<file path="src/rtl/key_text_writer_pkg.sv">
// rtl/key_text_writer_pkg.sv - ASCII constants, FSM states and decode helper for key_text_writer
package key_text_pkg;

    localparam logic [7:0] ASCII_CR     = 8'h0D;
    localparam logic [7:0] ASCII_BS     = 8'h08;
    localparam logic [7:0] PRINT_LO     = 8'h20;
    localparam logic [7:0] PRINT_HI     = 8'h7E;
    localparam logic [7:0] PRINT_EXT_LO = 8'hA0;

    typedef enum logic [1:0] {
        CLEAR_ALL  = 2'd0,
        IDLE       = 2'd1,
        NEWLINE    = 2'd2,
        CLEAR_LINE = 2'd3
    } state_t;

    // Codes that land on screen as glyphs: 7-bit printable plus the upper Latin-1 half.
    function automatic logic is_printable(input logic [7:0] c);
        return ((c >= PRINT_LO) && (c <= PRINT_HI)) || (c >= PRINT_EXT_LO);
    endfunction

endpackage

</file>
<file path="src/rtl/key_text_writer_if.sv">
// rtl/key_text_writer_if.sv - key stream in and video RAM write port out, with modports
interface key_text_writer_if #(
    parameter int ADDR_W = 12
);

    logic [7:0]        key_ascii;
    logic              key_valid;
    logic              vram_we;
    logic [ADDR_W-1:0] vram_addr;
    logic [7:0]        vram_wdata;

    // The writer consumes keys and masters the RAM write port.
    modport master (
        input  key_ascii,
        input  key_valid,
        output vram_we,
        output vram_addr,
        output vram_wdata
    );

    // Keyboard decoder / RAM side.
    modport slave (
        output key_ascii,
        output key_valid,
        input  vram_we,
        input  vram_addr,
        input  vram_wdata
    );

endinterface

</file>
<file path="src/rtl/key_text_writer_cursor_blinker.sv">
// rtl/key_text_writer_cursor_blinker.sv - cursor blink divider, restarted on every accepted key
module cursor_blinker #(
    parameter int BLINK_DIV = 25_000_000
) (
    input  logic sys_clk,
    input  logic reset,
    input  logic restart,
    output logic cursor_on
);

    localparam int CNT_W = (BLINK_DIV > 1) ? $clog2(BLINK_DIV) : 1;
    localparam logic [CNT_W-1:0] CNT_LAST = CNT_W'(BLINK_DIV - 1);

    logic [CNT_W-1:0] cnt;

    // Toggle every BLINK_DIV cycles; a keypress shows the cursor solid and restarts the period.
    always_ff @(posedge sys_clk) begin
        if (reset || restart) begin
            cnt       <= '0;
            cursor_on <= 1'b1;
        end else if (cnt == CNT_LAST) begin
            cnt       <= '0;
            cursor_on <= ~cursor_on;
        end else begin
            cnt       <= cnt + CNT_W'(1);
        end
    end

endmodule

</file>
<file path="src/rtl/key_text_writer.sv">
// rtl/key_text_writer.sv - keys to text-mode VRAM writes with cursor and circular-scroll; optional KEY_TEXT_WRITER_CURSOR_BLINK_EN
module key_text_writer
    import key_text_pkg::*;
#(
    parameter int         COLS       = 80,
    parameter int         ROWS       = 30,
    parameter int         ADDR_W     = 12,
    parameter logic [7:0] BLANK_CHAR = 8'h20
`ifdef KEY_TEXT_WRITER_CURSOR_BLINK_EN
    ,
    parameter int         BLINK_DIV  = 25_000_000
`endif
) (
    input  logic                     sys_clk,
    input  logic                     reset,
    key_text_writer_if.master        tw_bus,
    output logic [$clog2(COLS)-1:0]  cursor_col,
    output logic [$clog2(ROWS)-1:0]  cursor_row,
    output logic [$clog2(ROWS)-1:0]  scroll_row,
    output logic                     busy,
    output logic                     key_dropped
`ifdef KEY_TEXT_WRITER_CURSOR_BLINK_EN
    ,
    output logic                     cursor_on
`endif
);

    localparam int COL_W = $clog2(COLS);
    localparam int ROW_W = $clog2(ROWS);
    localparam logic [COL_W-1:0]  COL_LAST   = COL_W'(COLS - 1);
    localparam logic [ROW_W-1:0]  ROW_LAST   = ROW_W'(ROWS - 1);
    localparam logic [ROW_W:0]    ROWS_S     = (ROW_W + 1)'(ROWS);
    localparam logic [ADDR_W-1:0] COLS_A     = ADDR_W'(COLS);
    localparam logic [ADDR_W-1:0] LINE_LAST  = ADDR_W'(COLS - 1);
    localparam logic [ADDR_W-1:0] TOTAL_LAST = ADDR_W'(COLS * ROWS - 1);

    state_t            state, state_n;
    logic [ADDR_W-1:0] clr_cnt, clr_cnt_n;
    logic [COL_W-1:0]  col_n;
    logic [ROW_W-1:0]  row_n, scroll_n;
    logic              we_q, we_n;
    logic [ADDR_W-1:0] addr_q, addr_n;
    logic [7:0]        wdata_q, wdata_n;

    logic              pend_valid;
    logic [7:0]        pend_data;
    logic              consume;

    logic [ROW_W:0]    row_sum;
    logic [ROW_W-1:0]  phys_row, prev_phys_row;
    logic [ADDR_W-1:0] row_base, prev_row_base, cur_addr;

    assign tw_bus.vram_we    = we_q;
    assign tw_bus.vram_addr  = addr_q;
    assign tw_bus.vram_wdata = wdata_q;
    assign busy    = (state == CLEAR_ALL) || (state == CLEAR_LINE);
    assign consume = (state == IDLE) && pend_valid;

    // Map logical cursor row onto the circular physical row; compare-and-subtract replaces a modulo.
    always_comb begin
        row_sum = {1'b0, scroll_row} + {1'b0, cursor_row};
        if (row_sum >= ROWS_S) begin
            phys_row = ROW_W'(row_sum - ROWS_S);
        end else begin
            phys_row = row_sum[ROW_W-1:0];
        end
        prev_phys_row = (phys_row == '0) ? ROW_LAST : phys_row - ROW_W'(1);
        row_base      = ADDR_W'(phys_row) * COLS_A;
        prev_row_base = ADDR_W'(prev_phys_row) * COLS_A;
        cur_addr      = row_base + ADDR_W'(cursor_col);
    end

    // Single-entry key holding register; a key arriving while it is full and not draining is lost.
    always_ff @(posedge sys_clk) begin
        if (reset) begin
            pend_valid  <= 1'b0;
            pend_data   <= 8'h00;
            key_dropped <= 1'b0;
        end else begin
            key_dropped <= 1'b0;
            if (tw_bus.key_valid) begin
                if (!pend_valid || consume) begin
                    pend_valid <= 1'b1;
                    pend_data  <= tw_bus.key_ascii;
                end else begin
                    key_dropped <= 1'b1;
                end
            end else if (consume) begin
                pend_valid <= 1'b0;
            end
        end
    end

    // Next-state and write-port decode. During CLEAR_LINE the cursor sits on the last logical
    // row, whose physical row is the old scroll_row, so row_base already points at the line to wipe.
    always_comb begin
        state_n   = state;
        clr_cnt_n = clr_cnt;
        col_n     = cursor_col;
        row_n     = cursor_row;
        scroll_n  = scroll_row;
        we_n      = 1'b0;
        addr_n    = addr_q;
        wdata_n   = wdata_q;
        case (state)
            CLEAR_ALL: begin
                we_n    = 1'b1;
                addr_n  = clr_cnt;
                wdata_n = BLANK_CHAR;
                if (clr_cnt == TOTAL_LAST) begin
                    clr_cnt_n = '0;
                    state_n   = IDLE;
                end else begin
                    clr_cnt_n = clr_cnt + ADDR_W'(1);
                end
            end
            IDLE: begin
                if (pend_valid) begin
                    if (is_printable(pend_data)) begin
                        we_n    = 1'b1;
                        addr_n  = cur_addr;
                        wdata_n = pend_data;
                        if (cursor_col == COL_LAST) begin
                            state_n = NEWLINE;
                        end else begin
                            col_n = cursor_col + COL_W'(1);
                        end
                    end else if (pend_data == ASCII_CR) begin
                        state_n = NEWLINE;
                    end else if (pend_data == ASCII_BS) begin
                        if (cursor_col != '0) begin
                            col_n   = cursor_col - COL_W'(1);
                            we_n    = 1'b1;
                            addr_n  = cur_addr - ADDR_W'(1);
                            wdata_n = BLANK_CHAR;
                        end else if (cursor_row != '0) begin
                            row_n   = cursor_row - ROW_W'(1);
                            col_n   = COL_LAST;
                            we_n    = 1'b1;
                            addr_n  = prev_row_base + LINE_LAST;
                            wdata_n = BLANK_CHAR;
                        end
                    end
                end
            end
            NEWLINE: begin
                col_n = '0;
                if (cursor_row != ROW_LAST) begin
                    row_n   = cursor_row + ROW_W'(1);
                    state_n = IDLE;
                end else begin
                    scroll_n  = (scroll_row == ROW_LAST) ? '0 : scroll_row + ROW_W'(1);
                    clr_cnt_n = '0;
                    state_n   = CLEAR_LINE;
                end
            end
            CLEAR_LINE: begin
                we_n    = 1'b1;
                addr_n  = row_base + clr_cnt;
                wdata_n = BLANK_CHAR;
                if (clr_cnt == LINE_LAST) begin
                    clr_cnt_n = '0;
                    state_n   = IDLE;
                end else begin
                    clr_cnt_n = clr_cnt + ADDR_W'(1);
                end
            end
            default: begin
                state_n   = CLEAR_ALL;
                clr_cnt_n = '0;
            end
        endcase
    end

    // State, cursor, scroll offset and registered write port.
    always_ff @(posedge sys_clk) begin
        if (reset) begin
            state      <= CLEAR_ALL;
            clr_cnt    <= '0;
            cursor_col <= '0;
            cursor_row <= '0;
            scroll_row <= '0;
            we_q       <= 1'b0;
            addr_q     <= '0;
            wdata_q    <= BLANK_CHAR;
        end else begin
            state      <= state_n;
            clr_cnt    <= clr_cnt_n;
            cursor_col <= col_n;
            cursor_row <= row_n;
            scroll_row <= scroll_n;
            we_q       <= we_n;
            addr_q     <= addr_n;
            wdata_q    <= wdata_n;
        end
    end

`ifdef KEY_TEXT_WRITER_CURSOR_BLINK_EN
    logic key_accept;
    assign key_accept = tw_bus.key_valid && (!pend_valid || consume);

    cursor_blinker #(
        .BLINK_DIV (BLINK_DIV)
    ) u_cursor_blinker (
        .sys_clk   (sys_clk),
        .reset     (reset),
        .restart   (key_accept),
        .cursor_on (cursor_on)
    );
`endif

endmodule

</file>
<file path="src/flat_wrapper.sv">
// flat-port wrapper written by rule: the top's interface ports become plain ports
module key_text_writer_flat import key_text_pkg::*;
#(
    parameter int         COLS       = 80,
    parameter int         ROWS       = 30,
    parameter int         ADDR_W     = 12,
    parameter logic [7:0] BLANK_CHAR = 8'h20

)
  (sys_clk, reset, cursor_col, cursor_row, scroll_row, busy, key_dropped, tw_bus_key_ascii, tw_bus_key_valid, tw_bus_vram_we, tw_bus_vram_addr, tw_bus_vram_wdata);
  key_text_writer_if #(.ADDR_W(ADDR_W)) tw_bus_i ();
  input  logic sys_clk;
  input  logic reset;
  output logic [$clog2(COLS)-1:0] cursor_col;
  output logic [$clog2(ROWS)-1:0] cursor_row;
  output logic [$clog2(ROWS)-1:0] scroll_row;
  output logic busy;
  output logic key_dropped;
  input wire logic [$bits(tw_bus_i.key_ascii)-1:0] tw_bus_key_ascii;
  input wire logic [$bits(tw_bus_i.key_valid)-1:0] tw_bus_key_valid;
  output wire logic [$bits(tw_bus_i.vram_we)-1:0] tw_bus_vram_we;
  output wire logic [$bits(tw_bus_i.vram_addr)-1:0] tw_bus_vram_addr;
  output wire logic [$bits(tw_bus_i.vram_wdata)-1:0] tw_bus_vram_wdata;
  assign tw_bus_i.key_ascii = tw_bus_key_ascii;
  assign tw_bus_i.key_valid = tw_bus_key_valid;
  assign tw_bus_vram_we = tw_bus_i.vram_we;
  assign tw_bus_vram_addr = tw_bus_i.vram_addr;
  assign tw_bus_vram_wdata = tw_bus_i.vram_wdata;
  key_text_writer #(.COLS(COLS), .ROWS(ROWS), .ADDR_W(ADDR_W), .BLANK_CHAR(BLANK_CHAR)) u_core (.sys_clk(sys_clk), .reset(reset), .tw_bus(tw_bus_i), .cursor_col(cursor_col), .cursor_row(cursor_row), .scroll_row(scroll_row), .busy(busy), .key_dropped(key_dropped));
endmodule
</file>
<file path="config.mk">
export PLATFORM = sky130hd
export DESIGN_NAME = key_text_writer_flat
export DESIGN_NICKNAME = d
export VERILOG_FILES = /design/src/rtl/key_text_writer_pkg.sv /design/src/rtl/key_text_writer_if.sv /design/src/rtl/key_text_writer_cursor_blinker.sv /design/src/rtl/key_text_writer.sv /design/src/flat_wrapper.sv
export SDC_FILE = /design/constraint.sdc
export NUM_CORES = 1
export LEC_CHECK = 0
export ABC_AREA = 1
export CORE_ASPECT_RATIO = 0.6
export CORE_MARGIN = 3
export CORE_UTILIZATION = 30
export DETAILED_ROUTE_END_ITERATION = 10
export GPL_TIMING_DRIVEN = 0
export PLACE_DENSITY_LB_ADDON = 0.15
export SLEW_MARGIN = 25
export SYNTH_ARGS = -nofsm -noshare
export SYNTH_HDL_FRONTEND = slang
export SYNTH_SLANG_ARGS = --single-unit
</file>
<file path="constraint.sdc">
create_clock -name sys_clk -period 12.8 [get_ports sys_clk]
set_clock_uncertainty 0.1 [all_clocks]
set_input_delay 2.56 -clock sys_clk [delete_from_list [all_inputs] [get_ports sys_clk]]
set_output_delay 2.56 -clock sys_clk [all_outputs]
set_load 0.02 [all_outputs]
</file>
==> impl_metrics.json <==
{
  "outcome": "finished clean",
  "layout.cells.non_filler": 998,
  "viasPerCell": 4.80,
  "p_comb_share_pct": 6.3,
  "postRouteAntennaNets": 0,
  "yosys-top-cells-count": "nand2_1, inv_1, nor2_1",
  "grt_first_pass_wirelength_um": 24300,
  "core_um2": 15600,
  "p_int_mw": 0.338,
  "regToRegSetupSlack_ns": 7.83,
  "seqPwrFrac_pct": 43.7,
  "hold_ws_ns": 0.368,
  "setup_viol": 0,
  "rr_worst_depth": 25,
  "die_x_um": 170,
  "finalHoldViolations": 0,
  "place_hpwl_um": 11800,
  "drive_above_1_share_pct": 6.67,
  "vias": 4789,
  "synth_nets": 787,
  "synthTopCellsByArea": "dfxtp_1, ha_1, nand2_1",
  "relSlewSlack_pct": 52.1,
  "crit_required_ns": 12.96,
  "cts_inserted_buffers": 9,
  "synthToLayoutAreaGrowth_pct": 21.2,
  "final_area_um2": 5870,
  "cp_slowest_cell": "dfxtp_1",
  "hold_depth": 2,
  "ir_drop_v": 0.0000612,
  "cp-end-kind": "flop",
  "power_mw": 0.458,
  "path_class": "reg2reg",
  "wl_per_cell_um": 14.8,
  "p_sw_mw": 0.120,
  "synth_top_area_cell": "dfxtp_1",
  "max-clock-path-buffers": 2,
  "routed_wirelength_um": 14800,
  "tns_ns": 0,
  "start_util_pct": 31.1,
  "yosysMostFrequentCell": "nand2_1",
  "synth-async-reset-ratio_pct": 0,
  "cts_setup_buffers": 0,
  "ctsRootBufferMaster": "clkbuf_16",
  "syn_area_um2": 4840,
  "clk_latency_ns": 0.34,
  "io_buffers": 50,
  "synth_top_cell_area_share_pct": 25.6,
  "die_area_um2": 17800,
  "cpLargestDelayFamily": "adder cells",
  "cpMostUsedCell": "inv_1",
  "dp_cells": 982,
  "ys_warn_count": 0,
  "slew_viol_final": 0,
  "first_global_vias": 4565,
  "place_area_um2": 5600,
  "tightest_slew_ns": 0.718,
  "period_share_pct": 38.8,
  "synth_cell_type_count": 41,
  "start_kind": "flop",
  "dr.pass1.iters": 5,
  "grt_usage_pct": 17.0,
  "cts.sinks": 62,
  "r2r-end": "u_core.tw_bus.vram_addr[9]",
  "die_h_um": 104,
  "syn_avg_cell_area_um2": 6.64,
  "synthFlopType": "dfxtp_1",
  "grt_max_degree": 14,
  "globalRouteOverflowTotal": 0,
  "leakage_nw": 2.56,
  "path_clk_slew_ns": 0.06,
  "hp-start": "u_core.tw_bus.vram_addr[5]",
  "utilization_pct": 37.7,
  "layout_setup_ws_ns": 7.83,
  "swShare_pct": 26.1,
  "cp_num_buf_inv": 6,
  "drtIter0Drc": 336,
  "p_clk_share_pct": 50.0,
  "powerDensity_nw_per_um2": 78.0,
  "grt_setup_unrepaired": "no",
  "drc_errors": 0,
  "grt_antenna_before_repair": 0,
  "r2r-start": "u_core.cursor_row[0]",
  "post-place-ws_ns": 7.81,
  "cts_resized": 0,
  "ys_seq_area_share_pct": 25.6,
  "num_rows": 35,
  "synth_edf_count": 0,
  "synth_seq_cells": 62,
  "crit_path_max_incr_delay_ns": 0.51,
  "cp_max_fo": 8,
  "htree_levels": 3,
  "fmax_ghz": 0.201,
  "io_pins": 51,
  "holdBufCountCts": 0,
  "fin_nets": 848,
  "antenna_cells": 0,
  "cp.arrival_ns": 5.13,
  "synthCells": 729,
  "fin_crit_ns": 4.97,
  "hold_path_end": "u_core.tw_bus.vram_addr[5]",
  "drv_cap": 0,
  "min_path_type": "reg2reg",
  "cts_tree": "done",
  "gp_congestion": 0.931
}
==> sequential cells by signal, indices dropped and copies added (netlist names), 2 cells and up <==
name                      flops
u_core.clr_cnt               12
u_core.cursor_col             7
u_core.cursor_row             5
u_core.pend_data              8
u_core.scroll_row             5
u_core.state                  2
u_core.tw_bus.vram_addr      12
u_core.tw_bus.vram_wdata      8
==> cell usage in the layout, fill, tap and decap left out, types with 14 or more instances in the layout <==
master,count
nand2_1,121
inv_1,110
nor2_1,82
dfxtp_1,62
a21oi_1,59
o21ai_0,54
clkdlybuf4s50_1,50
nand3_1,46
ha_1,41
nor3_1,20
xor2_1,14
==> worst max path at each step <==
stage / cells after the start / end / startpoint
3_5_place_dp: 25 / u_core.tw_bus.vram_addr[9] / u_core.cursor_row[0]
3_3_place_gp: 25 / u_core.tw_bus.vram_addr[9] / u_core.cursor_row[0]
2_1_floorplan: 26 / u_core.tw_bus.vram_addr[11] / u_core.cursor_row[0]
6_report: 25 / u_core.tw_bus.vram_addr[9] / u_core.cursor_row[0]
4_1_cts: 25 / u_core.tw_bus.vram_addr[9] / u_core.cursor_row[0]
5_1_grt: 25 / u_core.tw_bus.vram_addr[9] / u_core.cursor_row[0]
==> worst min-delay path: cells and delay by family (launching register included) <==
| kind | cells | cell delay [ns] |
|---|---|---|
| flops | 1 | 0.31 |
| simple gates | 1 | 0.06 |
| compound gates | 1 | 0.05 |
==> power by group through the flow <==
stage | clock [mW] | sequential (mW) | combinational, mW
finish | 0.229 | 0.200 | 0.0287
global route | 0.244 | 0.201 | 0.0326
CTS | 0.235 | 0.200 | 0.0287
detailed placement | 0 | 0.204 | 0.0284
global placement | 0 | 0.204 | 0.0281
floorplan | 0 | 0.204 | 0.0165
==> cell families after synthesis <==
| family | after synthesis | synth area share, % |
|---|---|---|
| AND/OR/NAND/NOR | 313 | 29.3 |
| buffers and inverters | 131 | 10.3 |
| flip-flops | 62 | 25.6 |
| adder cells (fa/ha/maj) | 47 | 13.1 |
| AO/OA/AOI/OAI | 160 | 18.8 |
| XOR/XNOR | 16 | 2.89 |
==> layer usage <==
metal | vias to the layer above | track usage, % | part of all wire [%]
met4 | 0 | 2.60 | 0.41
met3 | 5 | 3.04 | 3.9
li1 | 2549 | - | -
met1 | 2138 | 27.4 | 57
met5 | - | 0 | 0
met2 | 97 | 23.3 | 39
==> cell type report <==
| cell class | count | area [um^2] |
|---|---|---|
| fillers | 1691 | 9720 |
| multi-input cells | 536 | 3100 |
| flip-flops and latches | 62 | 1240 |
| repair buffers | 50 | 500 |
| inverters | 116 | 435 |
| well taps | 203 | 254 |
| clock buffers | 9 | 225 |
| plain buffers | 15 | 62.6 |
| clock inverters | 7 | 48.8 |
(Power assumes the default switching activity.)
==> RTL change 1: new RTL, config.mk and constraints unchanged <==
The 4 states of `state_t` get a one-hot encoding in 4 bits.
--- a/src/rtl/key_text_writer_pkg.sv
+++ b/src/rtl/key_text_writer_pkg.sv
@@ -9,7 +9,7 @@
 
-    typedef enum logic [1:0] {
-        CLEAR_ALL  = 2'd0,
-        IDLE       = 2'd1,
-        NEWLINE    = 2'd2,
-        CLEAR_LINE = 2'd3
+    typedef enum logic [3:0] {
+        CLEAR_ALL  = 4'b0001,
+        IDLE       = 4'b0010,
+        NEWLINE    = 4'b0100,
+        CLEAR_LINE = 4'b1000
     } state_t;
Behaviour: no difference found for any inputs over 10 cycles, from zero or initial values and one cycle with reset high; not proved beyond that.
==> RTL change 1 against the unedited design <==
- fmax grew 1.2%
- utilization up 0.54 points
- register-to-register slack improved by 0.20 ns
- worst setup slack gained 0.059 ns
- final area is 2.3% higher
- routed wire length grew 0.40%
- cell count grew 2.5%
- sequential cell count grew 2
- synthesized area grew 1.9%
- global-route usage rose by 0.14 points
- largest cell class unchanged
Power is not compared: it rests on default switching activity, and its combinational part moved more than twofold at a synthesized area within 25%.
==> RTL change 1: results (changes against the unedited design) <==
- The maximum single-stage delay on the critical path is 0.63 ns (+0.12 ns).
- The worst reg2reg path depth was 28 (+12%).
- The cell total after placement is 1,007 (+2.5%).
- Destination of the worst hold path: u_core.tw_bus.vram_wdata[6]
- The number of different library cells in the post-synthesis netlist was 44 (+7.3%).
* Synth Net Count: 808 (+2.7%)
* Share of post-route cells with drive strength above 1: 7.20% (+0.53 points)
- Global-route wire length before repair: 24,500 um (+1.2%)
* Final Routed Wirelength: 14,900 um (+0.40%)
- Data arrival time of the critical path: 2.25 ns (-2.88 ns)
- The worst slew margin relative to its limit came to 52.9% (+0.79 points).
- End of the worst register-to-register path: u_core.tw_bus.vram_addr[11]
- The initial DRC count is 428 (+27%).
* Wire per inst: 14.5 um (-2.1%)
- Maximum fanout count along the critical path: 10 (+2)
- Count of buffers inserted at the top-level ports: 49 (-2.0%)
* GR Util All Layers: 17.1% (+0.14 points)
- The standard cell area after detailed placement is 0.00568 mm^2 (+1.4%).
- The startpoint identified for the worst hold timing path is u_core.tw_bus.vram_wdata[6].
* Global placement routability congestion: 0.848 (-9.0%)
- Worst IR drop on VDD: 0.0785 mV
* Register-to-register path setup slack: 8.03 ns (+0.20 ns)
* Mean number of vias per cell: 4.83 (+0.71%)
* Final-stage net count: 868 (+2.4%)
- The sequential element share of the synthesized area is 26.0% (+0.34 points).
- Run status: completed
- The number of global-route vias before repair is 4,547 (-0.39%).
* Synth area leaders: dfxtp_1, inv_1, nand2_1, ha_1, a21oi_1
- The final HPWL from detailed placement is 11,800 um (about the same).
* Cell count after synthesis: 755 (+3.6%)
* Leading cell types by count after synthesis: inv_1, nand2_1, nor2_1
[RTL change 1: changes by cell type in the layout (fill, tap and decap cells not counted), moves of 5 or more]
| cell | before | now |
|---|---|---|
| inv_1 | 110 | 129 |
| ha_1 | 41 | 36 |
| o211ai_1 | 10 | 5 |
| nand3_1 | 46 | 53 |
| xor2_1 | 14 | 7 |
[RTL change 1: logic make-up (layout without fill, tap and decap cells)]
family / count (synthesis) / after routing / synth area share [%]
AOI/OAI and AO/OA: 161 / 161 / 18.5
and+or+nand+nor: 323 / 323 / 29.9
xor gates and xnor gates: 13 / 13 / 2.31
adders and majority gates: 42 / 42 / 11.6
DFF: 64 / 64 / 26.0
buffers and inverters: 152 / 217 / 11.8
[RTL change 1: area by class of cell]
class / count / area, um^2
plain buffers: 17 / 75.1
clock buffers: 9 / 225
clock inverters: 7 / 103
fillers: 1732 / 9720
inverters: 135 / 507
multi-input cells: 539 / 3070
flip-flops and latches: 64 / 1280
well taps: 203 / 254
repair buffers: 49 / 490
[RTL change 1: worst max-delay path by stage]
stage,depth (start not counted),to,from
final,6,busy,u_core.state[0]
after global routing,30,u_core.tw_bus.vram_addr[11],u_core.cursor_row[0]
after floorplan,25,u_core.tw_bus.vram_addr[11],u_core.cursor_row[0]
after detailed placement,27,u_core.tw_bus.vram_addr[11],u_core.cursor_row[0]
after CTS,6,busy,u_core.state[0]
after global placement,28,u_core.tw_bus.vram_addr[11],u_core.cursor_row[0]
[RTL change 1: where the power goes]
group	internal, mW	leakage (nW)	switching (mW)
clock	0.173	0.157	0.102
sequential	0.207	0.519	0.00642
combinational	0.0283	1.98	0.0514
total	0.408	2.65	0.160
[RTL change 1: metal layers]
| metal | track usage, % | vias up | routed length (um) |
|---|---|---|---|
| met3 | 2.96 | 9 | 620 |
| li1 | - | 2614 | - |
| met1 | 29.0 | 2232 | 8790 |
| met4 | 3.27 | 0 | 120 |
| met2 | 21.4 | 89 | 5320 |
| met5 | 0 | - | 0 |
[RTL change 1: worst reg2reg max path, delay by kind of cell (launching register included)]
kind | cells | cell delay [ns]
AO/OA/AOI/OAI | 4 | 0.65
flip-flops | 1 | 0.50
adder cells (fa/ha/maj) | 5 | 1.65
AND/OR/NAND/NOR | 14 | 1.26
buffers and inverters | 5 | 0.46
==> RTL change 2: new RTL, same settings <==
Without the edit above. `BLANK_CHAR` is set to 8'h20 in 2 places; all go to 8'h18.
--- a/src/rtl/key_text_writer.sv
+++ b/src/rtl/key_text_writer.sv
@@ -7,3 +7,3 @@
     parameter int         ADDR_W     = 12,
-    parameter logic [7:0] BLANK_CHAR = 8'h20
+    parameter logic [7:0] BLANK_CHAR = 8'h18
 `ifdef KEY_TEXT_WRITER_CURSOR_BLINK_EN
--- a/src/flat_wrapper.sv
+++ b/src/flat_wrapper.sv
@@ -6,3 +6,3 @@
     parameter int         ADDR_W     = 12,
-    parameter logic [7:0] BLANK_CHAR = 8'h20
+    parameter logic [7:0] BLANK_CHAR = 8'h18
 
Check against the original RTL: not equivalent (Yosys sat finds a counterexample within 4 cycles, from zero or initial values and one cycle with reset high).
==> RTL change 2 against the unedited design <==
- final area increased by 1.1%
- synthesized area increased by 0.10%
- worst setup slack worse by 0.33 ns
- clock power rose by 20%
- via count up 5.6%
- routed wire length grew 7.1%
- total power increased by 10%
- global-route usage is 0.89 points higher
- utilization increased by 0.40 points
- sequential cell count did not move
- largest cell class unchanged
==> RTL change 2: results (changes against the unedited design) <==
- Run status: completed
* Final std cell area, no fill: 0.00593 mm^2 (+1.1%)
- By area the synthesized netlist is led by dfxtp_1, ha_1, nand2_1, inv_1, nor2_1.
- Signal buf overhead: 9.55% (-0.038 points)
- The post-detailed-routing wire length came to 15,800 um (+7.1%).
- The final net count came to 849 (+0.12%).
* Arithmetic-cell share of the synthesized area counting full adders, half adders and majority gates: 13.1% (-0.014 points)
- GR Util All Layers: 17.8% (+0.89 points)
- The first-pass GRT wire length came to 25,100 um (+3.6%).
- Worst-path cell with the longest stage delay: dfxtp_1
- Cell area after placement: 0.00560 mm^2 (about the same)
- Post-synthesis share of cell area spent on xor and xnor gates: 2.89% (-0.0030 points)
- Global placement routability congestion: 0.899 (-3.5%)
* Worst setup timing slack at the placement stage: 7.53 ns (-0.279 ns)
* Complex-gate fraction of the synthesized area: 18.8% (about the same)
- Proportion of synthesized chip area in sequential cells: 25.6% (-0.026 points)
- Synth Net Count: 788 (+0.13%)
* Warnings from Yosys: 0 (unchanged)
* Number of enable flip-flop cells after synthesis: 0 (unchanged)
- Sw Ratio: 23.7% (-2.4 points)
- The share of final-layout standard cells stronger than drive strength 1 is 6.66% (-0.0084 points).
- The worst hold slack was 0.366 ns (-0.00197 ns).
- The synthesized instance count is 730 (+0.14%).
- Estimated wirelength of the detail-placed design: 12,600 um (+6.7%)
- Worst Reg-to-Reg Cells: 25 (unchanged)
* Upper clock frequency limit: 0.189 GHz (-6.3%)
* Worst hold path class: register to register
- The filler cell count in the final layout was 1,643 (-2.8%).
* Transition time at the pin with the least slew margin: 0.877 ns (+0.158 ns)
* Count of different cell masters after synthesis: 42 (+2.4%)
- Count of buffers not belonging to the clock network in the layout: 66 (+1.5%)
- The worst-case register-to-register setup slack came to 7.50 ns (-0.33 ns).
- The multi-input combinational cell area was 0.00310 mm^2 (about the same).
* CP delay by family, top: simple AND/OR/NAND/NOR gates
* Mean number of vias per cell: 5.06 (+5.5%)
- Data arrival time of the critical path: 5.46 ns (+0.33 ns)
- The post-CTS setup repair buffer count came to 0 (unchanged).
- Drt first-iter violations: 362 (+7.7%)
* Worst IR drop on VDD: 0.0628 mV (+2.6%)
* Insertion delay of the later-clocked pin in the worst-skew pair: 0.33 ns
- The largest fanout of any net on the critical path is 8 (unchanged).
- Leading cell types by count after synthesis: nand2_1, inv_1, nor2_1
- The number of global-route vias before repair was 4,609 (+0.96%).
- The post-synthesis register bit count came to 62 (unchanged).
* Flip-flop and latch share of the layout cell area: 20.9% (-0.22 points)
- The maximum single-stage delay on the critical path is 0.54 ns (+0.03 ns).
* Destination of the worst hold path: u_core.tw_bus.vram_addr[9]
- Bufs on Longest Clock Path: 2 (unchanged)
- Placed insts: 983 (+0.10%)
- Hold Startpoint: u_core.tw_bus.vram_addr[9]
- Leakage power figure: 2.59 nW (+0.80%)
- Clk tree area frac: 5.59% (+0.92 points)
- The average wire length per cell after detail routing is 15.9 um (+7.0%).
- The count of clock-net buffers in the final layout is 10 (+1).
-- RTL change 2: cell types whose count changed in the layout (fill, tap and decap cells not counted), sizes merged --
cell / before / now
clkinv: 8 / 3
a31oi: 11 / 10
inv: 114 / 115
bufinv: 0 / 2
buf: 3 / 4
clkbuf: 21 / 22
o211ai: 10 / 11
nor2: 86 / 85
nand2: 135 / 136
clkinvlp: 1 / 2
-- RTL change 2: power groups by stage --
stage          combinational (mW)  clock [mW]  sequential (mW)
4_1_cts                    0.0286       0.279            0.200
2_1_floorplan              0.0167           0            0.204
5_1_grt                    0.0323       0.288            0.201
6_report                   0.0291       0.274            0.200
3_3_place_gp               0.0284           0            0.205
3_5_place_dp               0.0285           0            0.205
-- RTL change 2: layer usage --
layer | up-vias | wire [um] | track usage [%]
met4 | 0 | 78 | 2.43
met3 | 8 | 1270 | 5.89
met1 | 2360 | 8780 | 29.0
met5 | - | 0 | 0
met2 | 136 | 5720 | 22.4
li1 | 2555 | - | -
